$ cat src/rtl/pattern_video.sv
// pattern_video: test-pattern generator for a raster video pipeline.
// Frame ticks come from the rising edge of v_blank. An animation counter
// advances every FRAME_DIV ticks. After enable, BLANK_FRAMES black frames
// are forced before the selected pattern is shown.
// Ports:
//   clk, reset_n           clock, async active-low reset
//   en                     display enable
//   mode[2:0]              pattern select (latched on frame tick)
//   x_pos, y_pos           current pixel column / row
//   valid_region           active-video pixel qualifier
//   v_blank                vertical blanking flag
//   value_red/green/blue   registered colour outputs (1 cycle latency)
//   anim                   animation counter
//   active                 high while the pattern is being displayed
module pattern_video #(
    parameter int unsigned X_W          = 10,
    parameter int unsigned Y_W          = 10,
    parameter int unsigned C_W          = 8,
    parameter int unsigned FRAME_DIV    = 1,
    parameter int unsigned BLANK_FRAMES = 10
) (
    input  logic           clk,
    input  logic           reset_n,
    input  logic           en,
    input  logic [2:0]     mode,
    input  logic [X_W-1:0] x_pos,
    input  logic [Y_W-1:0] y_pos,
    input  logic           valid_region,
    input  logic           v_blank,
    output logic [C_W-1:0] value_red,
    output logic [C_W-1:0] value_green,
    output logic [C_W-1:0] value_blue,
    output logic [C_W-1:0] anim,
    output logic           active
);

    localparam logic [1:0] ST_OFF    = 2'd0;
    localparam logic [1:0] ST_WARMUP = 2'd1;
    localparam logic [1:0] ST_ACTIVE = 2'd2;

    // Extended coordinate widths so every fixed bit select stays in range.
    localparam int unsigned XE_W = (X_W > 5) ? X_W : 5;
    localparam int unsigned YT_W = (Y_W > C_W + 1) ? Y_W : C_W + 1;
    localparam int unsigned YE_W = (YT_W > 5) ? YT_W : 5;

    localparam logic [7:0] DIV_LAST   = 8'(FRAME_DIV - 1);
    localparam logic [7:0] BLANK_INIT = 8'(BLANK_FRAMES);

    logic             r_vblank_q;
    logic [7:0]       r_div;
    logic [C_W-1:0]   r_anim;
    logic [2:0]       r_mode_q;
    logic [1:0]       r_state;
    logic [7:0]       r_blank_cnt;
    logic             r_active;
    logic [C_W-1:0]   r_red;
    logic [C_W-1:0]   r_green;
    logic [C_W-1:0]   r_blue;

    logic             w_frame_tick;
    logic [1:0]       w_state_next;
    logic [7:0]       w_blank_next;
    logic [XE_W-1:0]  w_x_ext;
    logic [YE_W-1:0]  w_y_ext;
    logic [C_W-1:0]   w_red;
    logic [C_W-1:0]   w_green;
    logic [C_W-1:0]   w_blue;
    logic             w_unused;

    assign w_frame_tick = v_blank & ~r_vblank_q;
    assign w_x_ext      = XE_W'(x_pos);
    assign w_y_ext      = YE_W'(y_pos);
    // Coordinate bits that no pattern looks at.
    assign w_unused     = &{1'b0, w_x_ext, w_y_ext};

    // Frame edge detect, frame divider, animation counter and mode latch.
    always_ff @(posedge clk or negedge reset_n) begin
        if (!reset_n) begin
            r_vblank_q <= 1'b0;
            r_div      <= '0;
            r_anim     <= '0;
            r_mode_q   <= '0;
        end else begin
            r_vblank_q <= v_blank;
            if (w_frame_tick) begin
                r_mode_q <= mode;
                if (r_div == DIV_LAST) begin
                    r_div  <= '0;
                    r_anim <= r_anim + C_W'(1);
                end else begin
                    r_div <= r_div + 8'd1;
                end
            end
        end
    end

    // State register.
    always_ff @(posedge clk or negedge reset_n) begin
        if (!reset_n) begin
            r_state     <= ST_OFF;
            r_blank_cnt <= '0;
            r_active    <= 1'b0;
        end else begin
            r_state     <= w_state_next;
            r_blank_cnt <= w_blank_next;
            r_active    <= (w_state_next == ST_ACTIVE);
        end
    end

    // Next-state logic; a low enable overrides every other transition.
    always_comb begin
        w_state_next = r_state;
        w_blank_next = r_blank_cnt;
        case (r_state)
            ST_OFF: begin
                if (en) begin
                    if (BLANK_FRAMES == 0) begin
                        w_state_next = ST_ACTIVE;
                    end else begin
                        w_state_next = ST_WARMUP;
                        w_blank_next = BLANK_INIT;
                    end
                end
            end
            ST_WARMUP: begin
                if (w_frame_tick) begin
                    if (r_blank_cnt == 8'd1) begin
                        w_state_next = ST_ACTIVE;
                        w_blank_next = '0;
                    end else begin
                        w_blank_next = r_blank_cnt - 8'd1;
                    end
                end
            end
            ST_ACTIVE: begin
                w_state_next = ST_ACTIVE;
            end
            default: begin
                w_state_next = ST_OFF;
            end
        endcase
        if (!en) begin
            w_state_next = ST_OFF;
        end
    end

    // Pattern generation from the latched mode and current animation step.
    always_comb begin
        w_red   = '0;
        w_green = '0;
        w_blue  = '0;
        case (r_mode_q)
            3'd1: begin
                w_red   = {C_W{w_x_ext[X_W-1]}};
                w_green = {C_W{w_x_ext[X_W-2]}};
                w_blue  = {C_W{w_x_ext[X_W-3]}};
            end
            3'd2: begin
                w_red   = {C_W{w_x_ext[4] ^ w_y_ext[4] ^ r_anim[0]}};
                w_green = w_red;
                w_blue  = w_red;
            end
            3'd3: begin
                w_red   = r_anim;
                w_green = r_anim;
                w_blue  = r_anim;
            end
            3'd4: begin
                w_red   = w_x_ext[C_W-1:0] + r_anim;
                w_green = w_y_ext[C_W-1:0] + r_anim;
            end
            default: begin
                w_red   = w_x_ext[C_W-1:0];
                w_green = w_y_ext[C_W:1];
                w_blue  = r_anim;
            end
        endcase
    end

    // Colour output registers; black unless displaying a valid pixel.
    always_ff @(posedge clk or negedge reset_n) begin
        if (!reset_n) begin
            r_red   <= '0;
            r_green <= '0;
            r_blue  <= '0;
        end else if ((r_state == ST_ACTIVE) && valid_region) begin
            r_red   <= w_red;
            r_green <= w_green;
            r_blue  <= w_blue;
        end else begin
            r_red   <= '0;
            r_green <= '0;
            r_blue  <= '0;
        end
    end

    assign value_red   = r_red;
    assign value_green = r_green;
    assign value_blue  = r_blue;
    assign anim        = r_anim;
    assign active      = r_active;

endmodule

$ cat config.mk
export PLATFORM = sky130hd
export DESIGN_NAME = pattern_video
export DESIGN_NICKNAME = d
export VERILOG_FILES = /design/src/rtl/pattern_video.sv
export SDC_FILE = /design/constraint.sdc
export NUM_CORES = 1
export LEC_CHECK = 0
export ABC_AREA = 1
export CORE_MARGIN = 2
export CORE_UTILIZATION = 65
export CTS_BUF_LIST = sky130_fd_sc_hd__clkbuf_16
export DETAILED_ROUTE_END_ITERATION = 7
export DONT_BUFFER_PORTS = 1
export GPL_ROUTABILITY_DRIVEN = 0
export PLACE_DENSITY = 0.8
export SYNTH_ARGS = -nofsm -noshare
export SYNTH_HDL_FRONTEND = slang
export SYNTH_SLANG_ARGS = --single-unit
$ cat constraint.sdc
create_clock -name clk -period 3.3 [get_ports clk]
set_input_delay 0.165 -clock clk [delete_from_list [all_inputs] [get_ports clk]]
set_output_delay 0.165 -clock clk [all_outputs]
set_load 0.02 [all_outputs]
==> results.toml <==
[critical_path]
endpoint_kind = "register"
cp_max_fo = 9
path_buf_inv = 0
crit_cells = 7
arrival_ps = 2310
worstPathRequired_ps = 3480
crit_slowest_cell = "dfrtp_1"
worstRegToRegCells = 7
critical_path.top_delay_family = "adder cells"
start_kind = "register"
worstSetupPathType = "reg -> reg"
crit_chain = "ha_1 -> fa_1 -> or2_2 -> a31oi_1 -> nand2_1 -> nor2_1 -> nor2_1"
cpMostUsedCell = "nor2_1"
cpPeakStageDelay_ps = 570

[layout]
antenna-diode-count = 0
fillers = 425
multiInputGateArea_sq_um = 1760
register_area_sq_um = 1380
finalNonFillerCells = 520
drive_above_1_share = 0.0711
nets = 498
syn2layout_area_growth_pct = 7.68

[clock_tree]
cts_hold_buf = 6
clockRootBuffer = "clkbuf_16"
ctsResizeCount = 0
cts.path.max_buffers = 2
numCtsBuffers = 5
htreeDepth = 2
clkSinkCount = 55
post_cts_buffers = 0
clock_latency_ps = 290
cts_tree = "built"
clk_pin_slew_ps = 70

[floorplanning]
die_x_um = 76.4
std_cell_rows = 26
design.portCount = 61
dieArea_sq_um = 5830
die_h_um = 76.4
fp.coreArea_sq_um = 5070
initial_utilization = 0.671

[synthesis]
yosysWarnings = 0
syn_area_sq_um = 3410
synth_cell_type_count = 34
synth_top_flop_cell = "dfrtp_1"
post_synth_most_frequent_cells = "100 x nand2_1, 57 x inv_1, 55 x dfrtp_1"
async_flop_share = 1.00
seq_area_frac_synth = 0.404
syn_inst = 443
ys_ff_latch = 55
syn_nets = 492
yosysTopAreaCellShare = 0.404
yosysTopAreaCell = "dfrtp_1"
yosys-top-cells-area = "dfrtp_1 40%, nand2_1 11%, ha_1 7.0%"
syn_avg_cell_area_sq_um = 7.69
synth_edf_count = 0
synth.most_common_cell = "nand2_1"

[global_route]
grt_max_degree = 56
grt_pass1_vias = 2725
grt_pass1_wl_mm = 13.0
grt.total_usage = 0.280
antenna_found_initial = 0
overflow = 0

[timing]
rsz0062_at_grt = "no"
slew_viol_final = 0
fmax_ghz = 0.470
hold_violations = 0
skew_ps = 4.11
worstMarginPinSlew_ps = 679
period_minus_slack_ps = 2130
setup_viol = 0
maxSlewHeadroom = 0.547
min_period_over_period = 0.645
finalSetupTns_ps = 0

[placed_design]
hpwl_mm = 5.40
port_buffers = 0
dp_cells = 506

[detailed_routing]
drt_iter0_drc = 155
wl_mm = 7.86
via_per_inst = 5.75
drc = 0
postRouteAntennaNets = 0
drtPass1Iterations = 5
routedWlPerCell_um = 15.1
vias = 2991

[power_and_ir_drop]
power_w = 0.00189
ir_drop_v = 0.000345
power_density_nw_per_um2 = 516
cellLeakagePower_nw = 1.85

[status]
status = "complete, no violations"

[hold_path]
hold_depth = 2
hp-class = "in -> reg"

[job]
max-cap-violations = 0
-- kinds of logic (layout without fill, tap and decap cells) --
logic type	count (synthesis)	in the layout	synth area share
adders and majority gates	21	21	0.0816
AOI/OAI and AO/OA	85	85	0.131
xor gates and xnor gates	14	14	0.0360
DFF	55	55	0.404
and+or+nand+nor	200	200	0.267
buffers and inverters	68	75	0.0805
-- where the power goes --
part           switching [W]  internal (W)
logic               0.000333      0.000180
registers           0.000110      0.000742
clock network       0.000249      0.000278
-- metrics by stage --
stage | area [sq um] | hold slack [ps] | util | setup slack [ps]
after CTS | 3670 | 2.33 | 0.723 | 1200
after global routing | 3670 | 14.1 | 0.723 | 1020
final | 3670 | 3.62 | 0.723 | 1170
after global placement | 3450 | -130 | 0.679 | 1220
after floorplan | 3410 | -131 | - | 1390
after detailed placement | 3450 | -130 | 0.679 | 1230
-- flip-flops by register name, indices dropped and copies added (netlist names) --
name / cells
value_green: 8
active: 1
r_state: 2
anim: 8
value_blue: 8
r_blank_cnt: 8
r_mode_q: 3
r_vblank_q: 1
r_div: 8
value_red: 8
-- layer usage --
layer  global-route usage  up-vias  part of all wire
li1                     -     1451                 -
met1                0.383     1414              0.43
met2                0.462      114              0.48
met3               0.0450       12             0.068
met4               0.0873        0             0.017
met5                    0        -                 0
-- area by class of cell --
class	instances	share of cell area
timing repair buffer	6	0.0212
clock inverter	3	0.00444
clock buffer	5	0.0341
tap	70	0.0239
multi-input combinational	320	0.479
inverter	61	0.0624
sequential	55	0.375
-- worst paths after layout --
path | slack (ps) | endpoint | startpoint
max in group asynchronous | 2670 | value_blue[5]$_DFF_PN0_ | reset_n
min reg2reg | 510 | r_div[6]$_DFFE_PN0P_ | r_div[6]$_DFFE_PN0P_
max reg2reg | 1170 | value_green[2]$_DFF_PN0_ | anim[0]$_DFFE_PN0P_
min | 4 | active$_DFF_PN0_ | en
min in group asynchronous | 410 | r_blank_cnt[0]$_DFFE_PN0P_ | reset_n
max | 1170 | value_green[2]$_DFF_PN0_ | anim[0]$_DFFE_PN0P_
-- layout by cell type, fill, tap and decap left out, types with 2 or more instances in the layout --
cell	n
a31oi_1	3
xor2_1	14
nand4_1	6
dlygate4sd3_1	5
nor3_2	3
nor2_1	39
clkinv_1	2
fa_1	2
nand2_2	5
inv_2	3
a21oi_1	40
ha_1	19
inv_1	58
or2_2	4
nand3_1	31
clkbuf_16	5
nand2_1	100
dfrtp_1	55
o21ai_0	38
nor2_2	3
nand3_2	2
Power figures use the tool's default switching activity.
